===== src/rtl/alu_pkg.sv =====
// Shared ALU definitions: widths, op-codes and the result-slot state encoding
// used by the EX-stage ALU and the arbiter that shares it.
package alu_pkg;

    localparam int DW  = 32;
    localparam int OPW = 4;

    localparam logic [OPW-1:0] ALU_ADD = 4'b0010;
    localparam logic [OPW-1:0] ALU_SUB = 4'b0110;
    localparam logic [OPW-1:0] ALU_AND = 4'b0000;
    localparam logic [OPW-1:0] ALU_OR  = 4'b0001;

    typedef enum logic {
        ST_EMPTY = 1'b0,
        ST_FULL  = 1'b1
    } slotState_t;

endpackage


===== src/rtl/alu.sv =====
// Purely combinational 32-bit EX-stage ALU: add/sub/and/or plus an operand
// equality flag that does not depend on the op-code.
module alu
    import alu_pkg::*;
(
    input  logic [DW-1:0]  a,
    input  logic [DW-1:0]  b,
    input  logic [OPW-1:0] op,
    output logic [DW-1:0]  res,
    output logic           flag
);

    // Unknown op-codes yield zero; sub wraps modulo 2^32 with no overflow flag.
    always_comb begin
        res = '0;
        case (op)
            ALU_ADD: res = a + b;
            ALU_SUB: res = a + (~b + 1'b1);
            ALU_AND: res = a & b;
            ALU_OR:  res = a | b;
            default: res = '0;
        endcase
    end

    assign flag = (a == b);

endmodule


===== src/rtl/alu_share_arbiter.sv =====
// Round-robin arbiter sharing one ALU between two valid/ready requesters,
// with a single registered result slot giving 1-cycle latency.
module alu_share_arbiter
    import alu_pkg::*;
#(
    parameter int DW       = 32,
    parameter int OPW      = 4,
    parameter int PRIO_RST = 0
) (
    input  logic           clk,
    input  logic           rst,

    input  logic           req0_valid,
    output logic           req0_ready,
    input  logic [DW-1:0]  req0_a,
    input  logic [DW-1:0]  req0_b,
    input  logic [OPW-1:0] req0_op,
    output logic           rsp0_valid,
    input  logic           rsp0_ready,
    output logic [DW-1:0]  rsp0_res,
    output logic           rsp0_flag,

    input  logic           req1_valid,
    output logic           req1_ready,
    input  logic [DW-1:0]  req1_a,
    input  logic [DW-1:0]  req1_b,
    input  logic [OPW-1:0] req1_op,
    output logic           rsp1_valid,
    input  logic           rsp1_ready,
    output logic [DW-1:0]  rsp1_res,
    output logic           rsp1_flag
);

    slotState_t     r_state;
    slotState_t     w_nextState;
    logic           r_owner;
    logic           r_prio;
    logic [DW-1:0]  r_res;
    logic           r_flag;

    logic           w_ownerRspReady;
    logic           w_slotFree;
    logic           w_grant;
    logic           w_grantIdx;
    logic [DW-1:0]  w_aluA;
    logic [DW-1:0]  w_aluB;
    logic [OPW-1:0] w_aluOp;
    logic [DW-1:0]  w_aluRes;
    logic           w_aluFlag;

    // A full slot frees up in the same cycle its owner consumes it, so a new
    // grant can refill it without a bubble.
    assign w_ownerRspReady = r_owner ? rsp1_ready : rsp0_ready;
    assign w_slotFree      = (r_state == ST_EMPTY) ||
                             ((r_state == ST_FULL) && w_ownerRspReady);
    assign w_grant         = w_slotFree && (req0_valid || req1_valid) && !rst;
    assign w_grantIdx      = (req0_valid && req1_valid) ? r_prio : req1_valid;

    assign w_aluA  = w_grantIdx ? req1_a  : req0_a;
    assign w_aluB  = w_grantIdx ? req1_b  : req0_b;
    assign w_aluOp = w_grantIdx ? req1_op : req0_op;

    alu u_alu (
        .a    (w_aluA),
        .b    (w_aluB),
        .op   (w_aluOp),
        .res  (w_aluRes),
        .flag (w_aluFlag)
    );

    always_ff @(posedge clk or posedge rst) begin
        if (rst) begin
            r_state <= ST_EMPTY;
        end else begin
            r_state <= w_nextState;
        end
    end

    always_comb begin
        w_nextState = r_state;
        if (w_grant) begin
            w_nextState = ST_FULL;
        end else if ((r_state == ST_FULL) && w_ownerRspReady) begin
            w_nextState = ST_EMPTY;
        end
    end

    always_comb begin
        req0_ready = w_grant && !w_grantIdx;
        req1_ready = w_grant &&  w_grantIdx;
        rsp0_valid = (r_state == ST_FULL) && !r_owner;
        rsp1_valid = (r_state == ST_FULL) &&  r_owner;
        rsp0_res   = r_res;
        rsp1_res   = r_res;
        rsp0_flag  = r_flag;
        rsp1_flag  = r_flag;
    end

    // Priority always passes to the requester that was not just served,
    // which gives strict alternation whenever both keep requesting.
    always_ff @(posedge clk or posedge rst) begin
        if (rst) begin
            r_owner <= 1'b0;
            r_prio  <= 1'(PRIO_RST);
            r_res   <= '0;
            r_flag  <= 1'b0;
        end else if (w_grant) begin
            r_owner <= w_grantIdx;
            r_prio  <= !w_grantIdx;
            r_res   <= w_aluRes;
            r_flag  <= w_aluFlag;
        end
    end

endmodule


===== config.mk =====
export PLATFORM = sky130hd
export DESIGN_NAME = alu_share_arbiter
export DESIGN_NICKNAME = d
export VERILOG_FILES = /design/src/rtl/alu_pkg.sv /design/src/rtl/alu.sv /design/src/rtl/alu_share_arbiter.sv
export SDC_FILE = /design/constraint.sdc
export NUM_CORES = 1
export LEC_CHECK = 0
export ABC_CLOCK_PERIOD_IN_PS = 8800
export CAP_MARGIN = 20
export CORE_MARGIN = 1
export CORE_UTILIZATION = 54
export DETAILED_ROUTE_END_ITERATION = 7
export GPL_TIMING_DRIVEN = 0
export PLACE_DENSITY_LB_ADDON = 0.1
export SYNTH_ARGS = -nofsm -noshare
export SYNTH_HDL_FRONTEND = slang
export SYNTH_SLANG_ARGS = --single-unit
export TNS_END_PERCENT = 30

===== constraint.sdc =====
create_clock -name clk -period 8.8 [get_ports clk]
set_input_delay 0.88 -clock clk [delete_from_list [all_inputs] [get_ports clk]]
set_output_delay 0.88 -clock clk [all_outputs]
set_load 0.03 [all_outputs]

# Word-level counts from Yosys, hierarchy flattened
# Index checks and enable logic that the tools add are counted.
[word_totals]
register_bits = 36
elab_cells = 39
output_inout_bits = 70
in_bits = 142
[op_classes]
reduce_logical = 15
bitwise = 4
n_mux = 8
n_addsub = 3
eq_ne = 4
[op_table]
columns = ["op", "count"]
rows = [
  ["32-bit case mux with 4 select lines", 1],
  ["32-bit adder", 2],
  ["32-bit two-way mux", 2],
  ["32-bit by 1-bit adder with 32-bit output, second input constant", 1],
  ["32-bit AND", 1],
  ["32-bit equality test", 1],
  ["32-bit NOT", 1],
  ["32-bit OR", 1],
  ["1-bit logical AND", 8],
  ["4-bit by 1-bit equality test with 1-bit output, second input constant", 1],
  ["4-bit by 2-bit equality test with 1-bit output, second input constant", 1],
  ["4-bit by 3-bit equality test with 1-bit output, second input constant", 1],
  ["4-bit logical NOT", 1],
  ["1-bit two-way mux", 4],
  ["4-bit two-way mux", 1],
  ["1-bit logical NOT", 3],
  ["1-bit logical OR", 2],
  ["2-bit nonzero test", 1],
  ["1-bit NOT", 1],
]

# Logic depth before layout (Yosys ltp)
# Gate-level depths: netlist of the first run.
[logic_depth]
ltp_word = 7
mapped_depth = 20
mapped_depth_nobuf = 17

# Cells and area by module
# A second synthesis of the first run with hierarchy kept.
[hier_totals]
hier_cells = 854
hier_area_um2 = 7031.7
[by_module_without_submodules]
columns = ["module", "instances", "seq_area_each_um2", "cells_each", "area_per_inst_um2"]
rows = [
  ["alu", 1, 0.0, 656, 4439.3],
  ["alu_share_arbiter", 1, 900.9, 198, 2592.5],
]

# Worst setup path after synthesis of the first run
# Ideal clock, no wire load.
[synth_timing]
kind = "input to register"
from = "in req0_valid"
to = "reg r_res[22], in the netlist rsp0_res[22]"
path_buffers = 3
stages = 20
setup_time_ns = 0.126
required_time_ns = 8.674
arrival_time_ns = 4.769
slack_ns = 3.906
cell_sequence = "nand2b_4 nand2_1 buf_2 buf_1 clkbuf_1 nand2_1 nand2_1 inv_1 ha_1 fa_1 o21bai_1 nand2_1 a31oi_1 o21ai_1 o41a_2 nor4_4 o31ai_1 xor2_1 a221oi_1 nor2_1"
[synth_between]
elab_chain_len = 7
word_cells_on_any_way = 19
cone_classes = "add/sub: 3; eq/ne: 3; mux: 5; bitwise: 3; reduce/logical: 5"
[synth_rtl]
columns = ["element", "line_no", "source"]
rows = [
  ["start, declared", "alu_share_arbiter.sv:13", "input logic req0_valid,"],
  ["1-bit logical AND", "alu_share_arbiter.sv:57", "assign w_grantIdx = (req0_valid && req1_valid) ? r_prio : req1_valid;"],
  ["1-bit two-way mux", "alu_share_arbiter.sv:57", ""],
  ["32-bit two-way mux", "alu_share_arbiter.sv:60", "assign w_aluB = w_grantIdx ? req1_b : req0_b;"],
  ["32-bit NOT", "alu.sv:18", "ALU_SUB: res = a + (~b + 1'b1);"],
  ["32-bit by 1-bit adder with 32-bit output", "alu.sv:18", ""],
  ["32-bit adder", "alu.sv:18", ""],
  ["32-bit case mux with 4 select lines", "alu.sv:16", "case (op)"],
  ["end signal, assigned", "alu_share_arbiter.sv:110", "r_res <= w_aluRes;"],
  ["end, declared", "alu_share_arbiter.sv:38", "logic [DW-1:0] r_res;"],
]
# Parallel ways exist; a longest one is shown, timed or not.
# A chain may end at the register's enable or synchronous reset.

# Worst setup path after layout of the first run
[layout_timing]
from = "in req1_valid"
to = "reg r_res[22], in the netlist rsp0_res[22]"
[layout_between]
elab_chain_len = 7
word_cells_on_any_way = 19
cone_classes = "add/sub: 3; eq/ne: 3; mux: 5; bitwise: 3; reduce/logical: 5"
[layout_rtl]
columns = ["element", "line_no", "source"]
rows = [
  ["start, declared", "alu_share_arbiter.sv:23", "input logic req1_valid,"],
  ["1-bit logical AND", "alu_share_arbiter.sv:57", ""],
  ["1-bit two-way mux", "alu_share_arbiter.sv:57", ""],
  ["32-bit two-way mux", "alu_share_arbiter.sv:60", ""],
  ["32-bit NOT", "alu.sv:18", ""],
  ["32-bit by 1-bit adder with 32-bit output", "alu.sv:18", ""],
  ["32-bit adder", "alu.sv:18", ""],
  ["32-bit case mux with 4 select lines", "alu.sv:16", ""],
]
# Parallel ways exist; a longest one is shown, timed or not.

==> flow_summary.toml, run 1 <==
[status]
status = "complete, no violations"

[critical_path]
critPathArrivalTime_ns = 7.12
criticalPathCategory = "in -> reg"
path_cells = "clkdlybuf4s50_1 > nand2_1 > buf_2 > buf_1 > clkbuf_1 > nand2_1 > nand2_1 > inv_1 > ha_1 > fa_1 > o21bai_1 > nand2_1 > a31oi_1 > o21ai_1 > o41a_2 > nor4_4 > o31ai_1 > xor2_1 > a221oi_1 > nor2_1"
crit_fanout = 10
worstSetupEndpointType = "flip-flop"
slowest_stage = "clkbuf_1"
worstPathRequired_ns = 8.98
start_kind = "primary input"
crit_top_cell = "nand2_1"
cpPeakStageDelay_ns = 0.73

[job]
maxCapViolCount = 0

[cts]
cts_tree = "done"
cts_root_buf = "clkbuf_16"
clock_latency_ns = 0.30
cts.htree.levels = 2
cts_hold_buf = 0
post_cts_buffers = 0
clk_pin_slew_ns = 0.06
clock_path_buffers = 2
cts.sinks = 36
post_cts_resized = 0
cts_buffers = 5

[detailed_routing]
drtIter0Drc = 1076
ant_nets = 0
avgViaCountPerCell = 6.11
routedWlPerCell_um = 20.8
num_vias = 8863
routed_wl_um = 30100
drc = 0
drtPass1Iterations = 6

[sta]
fin_tns_setup_ns = 0
drv_slew = 0
finalSetupViolations = 0
slew_headroom_pct = 31.2
rsz0062_at_grt = "no"
final-hold-violation-count = 0
min_period_over_period_pct = 78.8
tightest_slew_ns = 1.03
fmax_mhz = 144
min_period_ns = 6.94
finClkSkew_ns = 0.00754
setup_ws_ns = 1.86

[placement]
gp_congestion = 1.05
dp_hpwl_um = 23400
dpl_worst_slack_ns = 1.83
dp.cells = 1442
portBuffers = 211

[pwr]
power.leakage_nw = 4.61
seqPwrFrac_pct = 14.2
p_int_mw = 0.798
vdd_drop_max_mv = 0.0730
switching_share_pct = 51.4
clkPwrFrac_pct = 11.4
power.density_mw_per_mm2 = 169
power_mw = 1.64
switching_power_mw = 0.846
combPwrFrac_pct = 74.4

[grt]
grt_first_pass_wirelength_um = 45700
antenna_found_initial = 1
grt_max_degree = 38
track_usage_pct = 42.9
grt_pass1_vias = 8269
gr-total-overflow = 0

[yosys]
seq_area_frac_synth_pct = 12.4
synth_cell_types = 85
synth-edff-count = 0
postSynthCellCount = 1055
ys.flop_type = "dfrtp_1"
synth-seq-cells = 36
ys_async_sr_fraction_pct = 100
yosysWarnings = 0
mappedNetlistNets = 1297
synth.cell_area_mm2 = 0.00729
syn_area_per_cell_um2 = 6.91

[cells_and_area]
layout.cells.non_filler = 1450
fin_util_pct = 74.0
fillers = 1075
diodes = 0
final_cell_mix = "nand2_1 (225), clkdlybuf4s50_1 (211), ha_1 (98), inv_1 (88), nor2_1 (79)"
syn_to_final_growth_pct = 33.9
final_common_cell = "nand2_1"
drive_above_1_share_pct = 5.89
nets = 1516

[die]
start_util_pct = 55.2
die_h_um = 118
fp.coreArea_mm2 = 0.0132
die_x_um = 118
std_cell_rows = 42
dieArea_mm2 = 0.0140
io_pins = 212

[worst_hold_path]
hold_class = "reg -> reg"
-- cell families (layout without fill, tap and decap cells) --
group	after synthesis	in the layout	synth area share (%)
compound gates	269	269	26.1
buf+inv	176	395	11.0
fa+ha+maj	100	100	17.4
mux	28	28	3.86
xor+xnor	29	29	3.49
flops	36	36	12.4
simple gates	417	417	25.8
-- Yosys cell counts (10+ instances only) --
library cell	count	share of area (%)
nor2_1	79	4.1
inv_1	89	4.6
buf_4	34	3.5
a221oi_1	14	1.7
mux2i_1	27	3.7
o21ai_0	47	3.2
nor2b_1	10	0.86
a21oi_1	59	4.1
nand2_1	225	12
nand4_1	10	0.86
o211ai_1	16	1.6
clkbuf_1	40	2.1
ha_1	98	17
xnor2_1	21	2.5
a21o_1	22	2.3
nor3_1	27	1.9
a31oi_1	10	0.86
o21bai_1	10	1.0
nand3_1	12	0.82
dfrtp_1	36	12
-- critical path, delay by kind of cell --
kind	cells	cell delay (ns)
AO/OA/AOI/OAI	6	1.85
XOR/XNOR	1	0.18
AND/OR/NAND/NOR	6	1.12
adder cells (fa/ha/maj)	2	0.69
buffers and inverters	5	2.36
-- metal layers --
metal  GRT usage [%]  vias up  wire length (um)
met5               0        -                13
met4            16.3        2              1080
met3            13.1       89              4150
met2            67.2      620             13100
met1            55.0     4068             11700
li1                -     4084                 -
-- power by group through the flow --
stage / Sequential [mW] / Combinational, mW / Clock, mW
4_1_cts: 0.233 / 1.19 / 0.185
3_3_place_gp: 0.234 / 1.17 / 0
6_report: 0.234 / 1.22 / 0.187
3_5_place_dp: 0.236 / 1.19 / 0
5_1_grt: 0.238 / 1.30 / 0.189
2_1_floorplan: 0.291 / 0.719 / 0
-- stage by stage --
| stage | hold WS (ns) | instance area, um^2 |
|---|---|---|
| 6_report | 0.527 | 9760 |
| 4_1_cts | 0.525 | 9750 |
| 3_5_place_dp | 0.512 | 9620 |
| 2_1_floorplan | 0.488 | 7290 |
| 5_1_grt | 0.538 | 9760 |
| 3_3_place_gp | 0.499 | 9620 |
-- sequential cells by signal (all words and copies together), names as in the netlist --
| name | flops |
|---|---|
| r_owner | 1 |
| rsp0_res | 32 |
| r_state | 1 |
| r_prio | 1 |
| rsp0_flag | 1 |
-- cell type report --
type                       instances  area (um^2)  area share [%]
clock inverter                     1         5.00          0.0513
inverter                          90          338            3.46
timing repair buffer             212         2120            21.7
tap                              176          220            2.26
clock buffer                       6          129            1.32
sequential                        36          901            9.23
buffer                            86          465            4.77
multi-input combinational        843         5580            57.2
-- path summary, 6_finish.rpt --
kind / slack (ns) / start / end / cells past startpoint
min reg2reg: 0.53 / rsp0_flag / rsp0_flag / 1
max reg2reg: 2.61 / r_prio / rsp0_res[22] / 20
max in group asynchronous: 7.13 / rst / rsp0_res[0] / 2
min in group asynchronous: 1.10 / rst / r_state / 2
max: 1.86 / req1_valid / rsp0_res[22] / 20
min: 0.53 / rsp0_flag / rsp0_flag / 1
(Power assumes the default switching activity.)
==> inputs of run 2 (changes only) <==
--- a/config.mk
+++ b/config.mk
@@ -5,10 +5,10 @@
 export SDC_FILE = /design/constraint.sdc
 export NUM_CORES = 1
 export LEC_CHECK = 0
-export ABC_CLOCK_PERIOD_IN_PS = 8800
+export ABC_CLOCK_PERIOD_IN_PS = 6900
 export CAP_MARGIN = 20
 export CORE_MARGIN = 1
-export CORE_UTILIZATION = 54
+export CORE_UTILIZATION = 50
 export DETAILED_ROUTE_END_ITERATION = 7
 export GPL_TIMING_DRIVEN = 0
 export PLACE_DENSITY_LB_ADDON = 0.1
==> constraint.sdc (replaced) <==
create_clock -name clk -period 6.9 [get_ports clk]
set_input_delay 0.69 -clock clk [delete_from_list [all_inputs] [get_ports clk]]
set_output_delay 0.69 -clock clk [all_outputs]
set_load 0.03 [all_outputs]
==> run 2 against run 1 <==
First-iteration DRC count decreased by 0.37%. Largest cell class unchanged. Clock-buffer cell count decreased by 1. Register-to-register slack worse by 1.9 ns. Routed wire length down 0.13%. Non-clock buffer count is the same. Design area increased by 0.56%. Worst hold slack worse by 0.0080 ns. Global-route usage shrank 2.8 points.
==> flow_summary.toml, run 2 (synthesized netlist as in run 1, its figures left out) <==
[pwr]
p_int_mw = 1.06
switching_share_pct = 50.5
power.leakage_nw = 4.63
power_mw = 2.14
combPwrFrac_pct = 72.8
seqPwrFrac_pct = 13.9
power.density_mw_per_mm2 = 218
clkPwrFrac_pct = 13.2
switching_power_mw = 1.08
vdd_drop_max_mv = 0.0980

[critical_path]
slowest_stage = "buf_1"
critPathArrivalTime_ns = 6.91
cpPeakStageDelay_ns = 0.92
worstPathRequired_ns = 7.08
crit_fanout = 10
criticalPathCategory = "in -> reg"
start_kind = "primary input"
path_cells = "clkdlybuf4s50_1 > nand2_1 > buf_2 > buf_1 > buf_1 > mux2i_1 > ha_1 > buf_2 > nand2_1 > a31oi_1 > o21ai_1 > o41a_2 > nor4_4 > o31ai_1 > xor2_1 > a221oi_1 > nor2_1"
r2r_cells = 17
worstSetupEndpointType = "flip-flop"

[grt]
gr-total-overflow = 0
grt_max_degree = 27
grt_pass1_vias = 8106
track_usage_pct = 40.0
antenna_found_initial = 0
grt_first_pass_wirelength_um = 44800

[cells_and_area]
diodes = 0
final_cell_mix = "nand2_1 (225), clkdlybuf4s50_1 (211), ha_1 (98), inv_1 (88), nor2_1 (79)"
drive_above_1_share_pct = 6.12
largest_reg_flops = 32
nets = 1516
final_common_cell = "nand2_1"
syn_to_final_growth_pct = 34.7
design_area_mm2 = 0.00981
fillers = 1212

[placement]
dp_hpwl_um = 23500
placed_cell_area_mm2 = 0.00964
gp_congestion = 1.03
portBuffers = 211

[sta]
min_period_over_period_pct = 97.5
rsz0062_at_grt = "no"
fin_tns_setup_ns = 0
finalSetupViolations = 0
slew_headroom_pct = 20.6
tightest_slew_ns = 1.18
drv_slew = 0
finClkSkew_ns = 0.00368
min_period_ns = 6.73
fmax_mhz = 149
final-hold-violation-count = 0

[detailed_routing]
routed_wl_um = 30100
routedWlPerCell_um = 20.7
drtIter0Drc = 1072
drtPass1Iterations = 6
ant_nets = 0
num_vias = 8751
drc = 0
avgViaCountPerCell = 6.01

[die]
std_cell_rows = 43
io_pins = 212
start_util_pct = 51.9
dieArea_mm2 = 0.0151
die_x_um = 123
fp.coreArea_mm2 = 0.0140
die_h_um = 123

[cts]
post_cts_resized = 0
cts.htree.levels = 2
clock_latency_ns = 0.30
cts.sinks = 36
cts_buffers = 5
clock_path_buffers = 2
cts_hold_buf = 0
post_cts_buffers = 0
cts_tree = "done"
clk_pin_slew_ns = 0.07
cts_root_buf = "clkbuf_16"

[worst_hold_path]
hold_class = "reg -> reg"
hold_path_depth = 2

[status]
status = "complete, no violations"

[job]
maxCapViolCount = 0
[run 2: cell count changes in the layout (fill, tap and decap cells not counted), sizes merged]
cell / previous run / this run
bufinv: 0 / 1
clkinvlp: 0 / 1
buf: 45 / 46
clkbuf: 48 / 46
[run 2: path summary, 6_finish.rpt]
kind                             from           end  slack, ns
setup reg to reg               r_prio  rsp0_res[22]       0.71
hold reg to reg                r_prio        r_prio       0.52
max in group asynchronous         rst   rsp0_res[6]       5.72
setup / recovery           req1_valid  rsp0_res[22]       0.17
min in group asynchronous         rst  rsp0_res[25]       0.69
hold / removal                 r_prio        r_prio       0.52
[run 2: through the flow]
stage	hold slack (ns)	setup slack, ns	utilization (%)	std cells
floorplan	0.488	2.20	-	1055
global placement	0.504	0.158	68.5	1446
detailed placement	0.507	0.0537	68.7	1447
CTS	0.518	0.284	69.9	1455
global route	0.537	0.0270	69.9	1455
finish	0.519	0.173	69.9	1455
[run 2: metal layers]
metal	GRT usage, %	routed length [um]
met1	52.4	12300
met2	62.7	12900
met5	0	0
met4	16.9	1220
met3	9.43	3670
[run 2: worst max-delay path, delay by kind of cell]
family                   cells  cell delay, ns
AO/OA/AOI/OAI                5            1.64
XOR/XNOR                     1            0.18
multiplexers                 1            0.37
buffers and inverters        5            2.80
adder cells (fa/ha/maj)      1            0.37
AND/OR/NAND/NOR              4            0.84
[run 2: area by class of cell]
type / count / area, um^2 / area share (%)
Multi-Input combinational cell: 843 / 5580 / 56.9
Timing Repair Buffer: 212 / 2130 / 21.7
Sequential cell: 36 / 901 / 9.18
Buffer: 86 / 467 / 4.76
Inverter: 90 / 338 / 3.44
Tap cell: 180 / 225 / 2.30
Clock buffer: 5 / 125 / 1.28
Clock inverter: 3 / 42.5 / 0.434
[run 2: power groups by stage]
stage / Sequential (mW) / Clock (mW) / Combinational, mW
floorplan: 0.372 / 0 / 0.917
global placement: 0.299 / 0 / 1.50
detailed placement: 0.301 / 0 / 1.51
CTS: 0.297 / 0.282 / 1.52
global route: 0.302 / 0.288 / 1.66
finish: 0.298 / 0.283 / 1.56
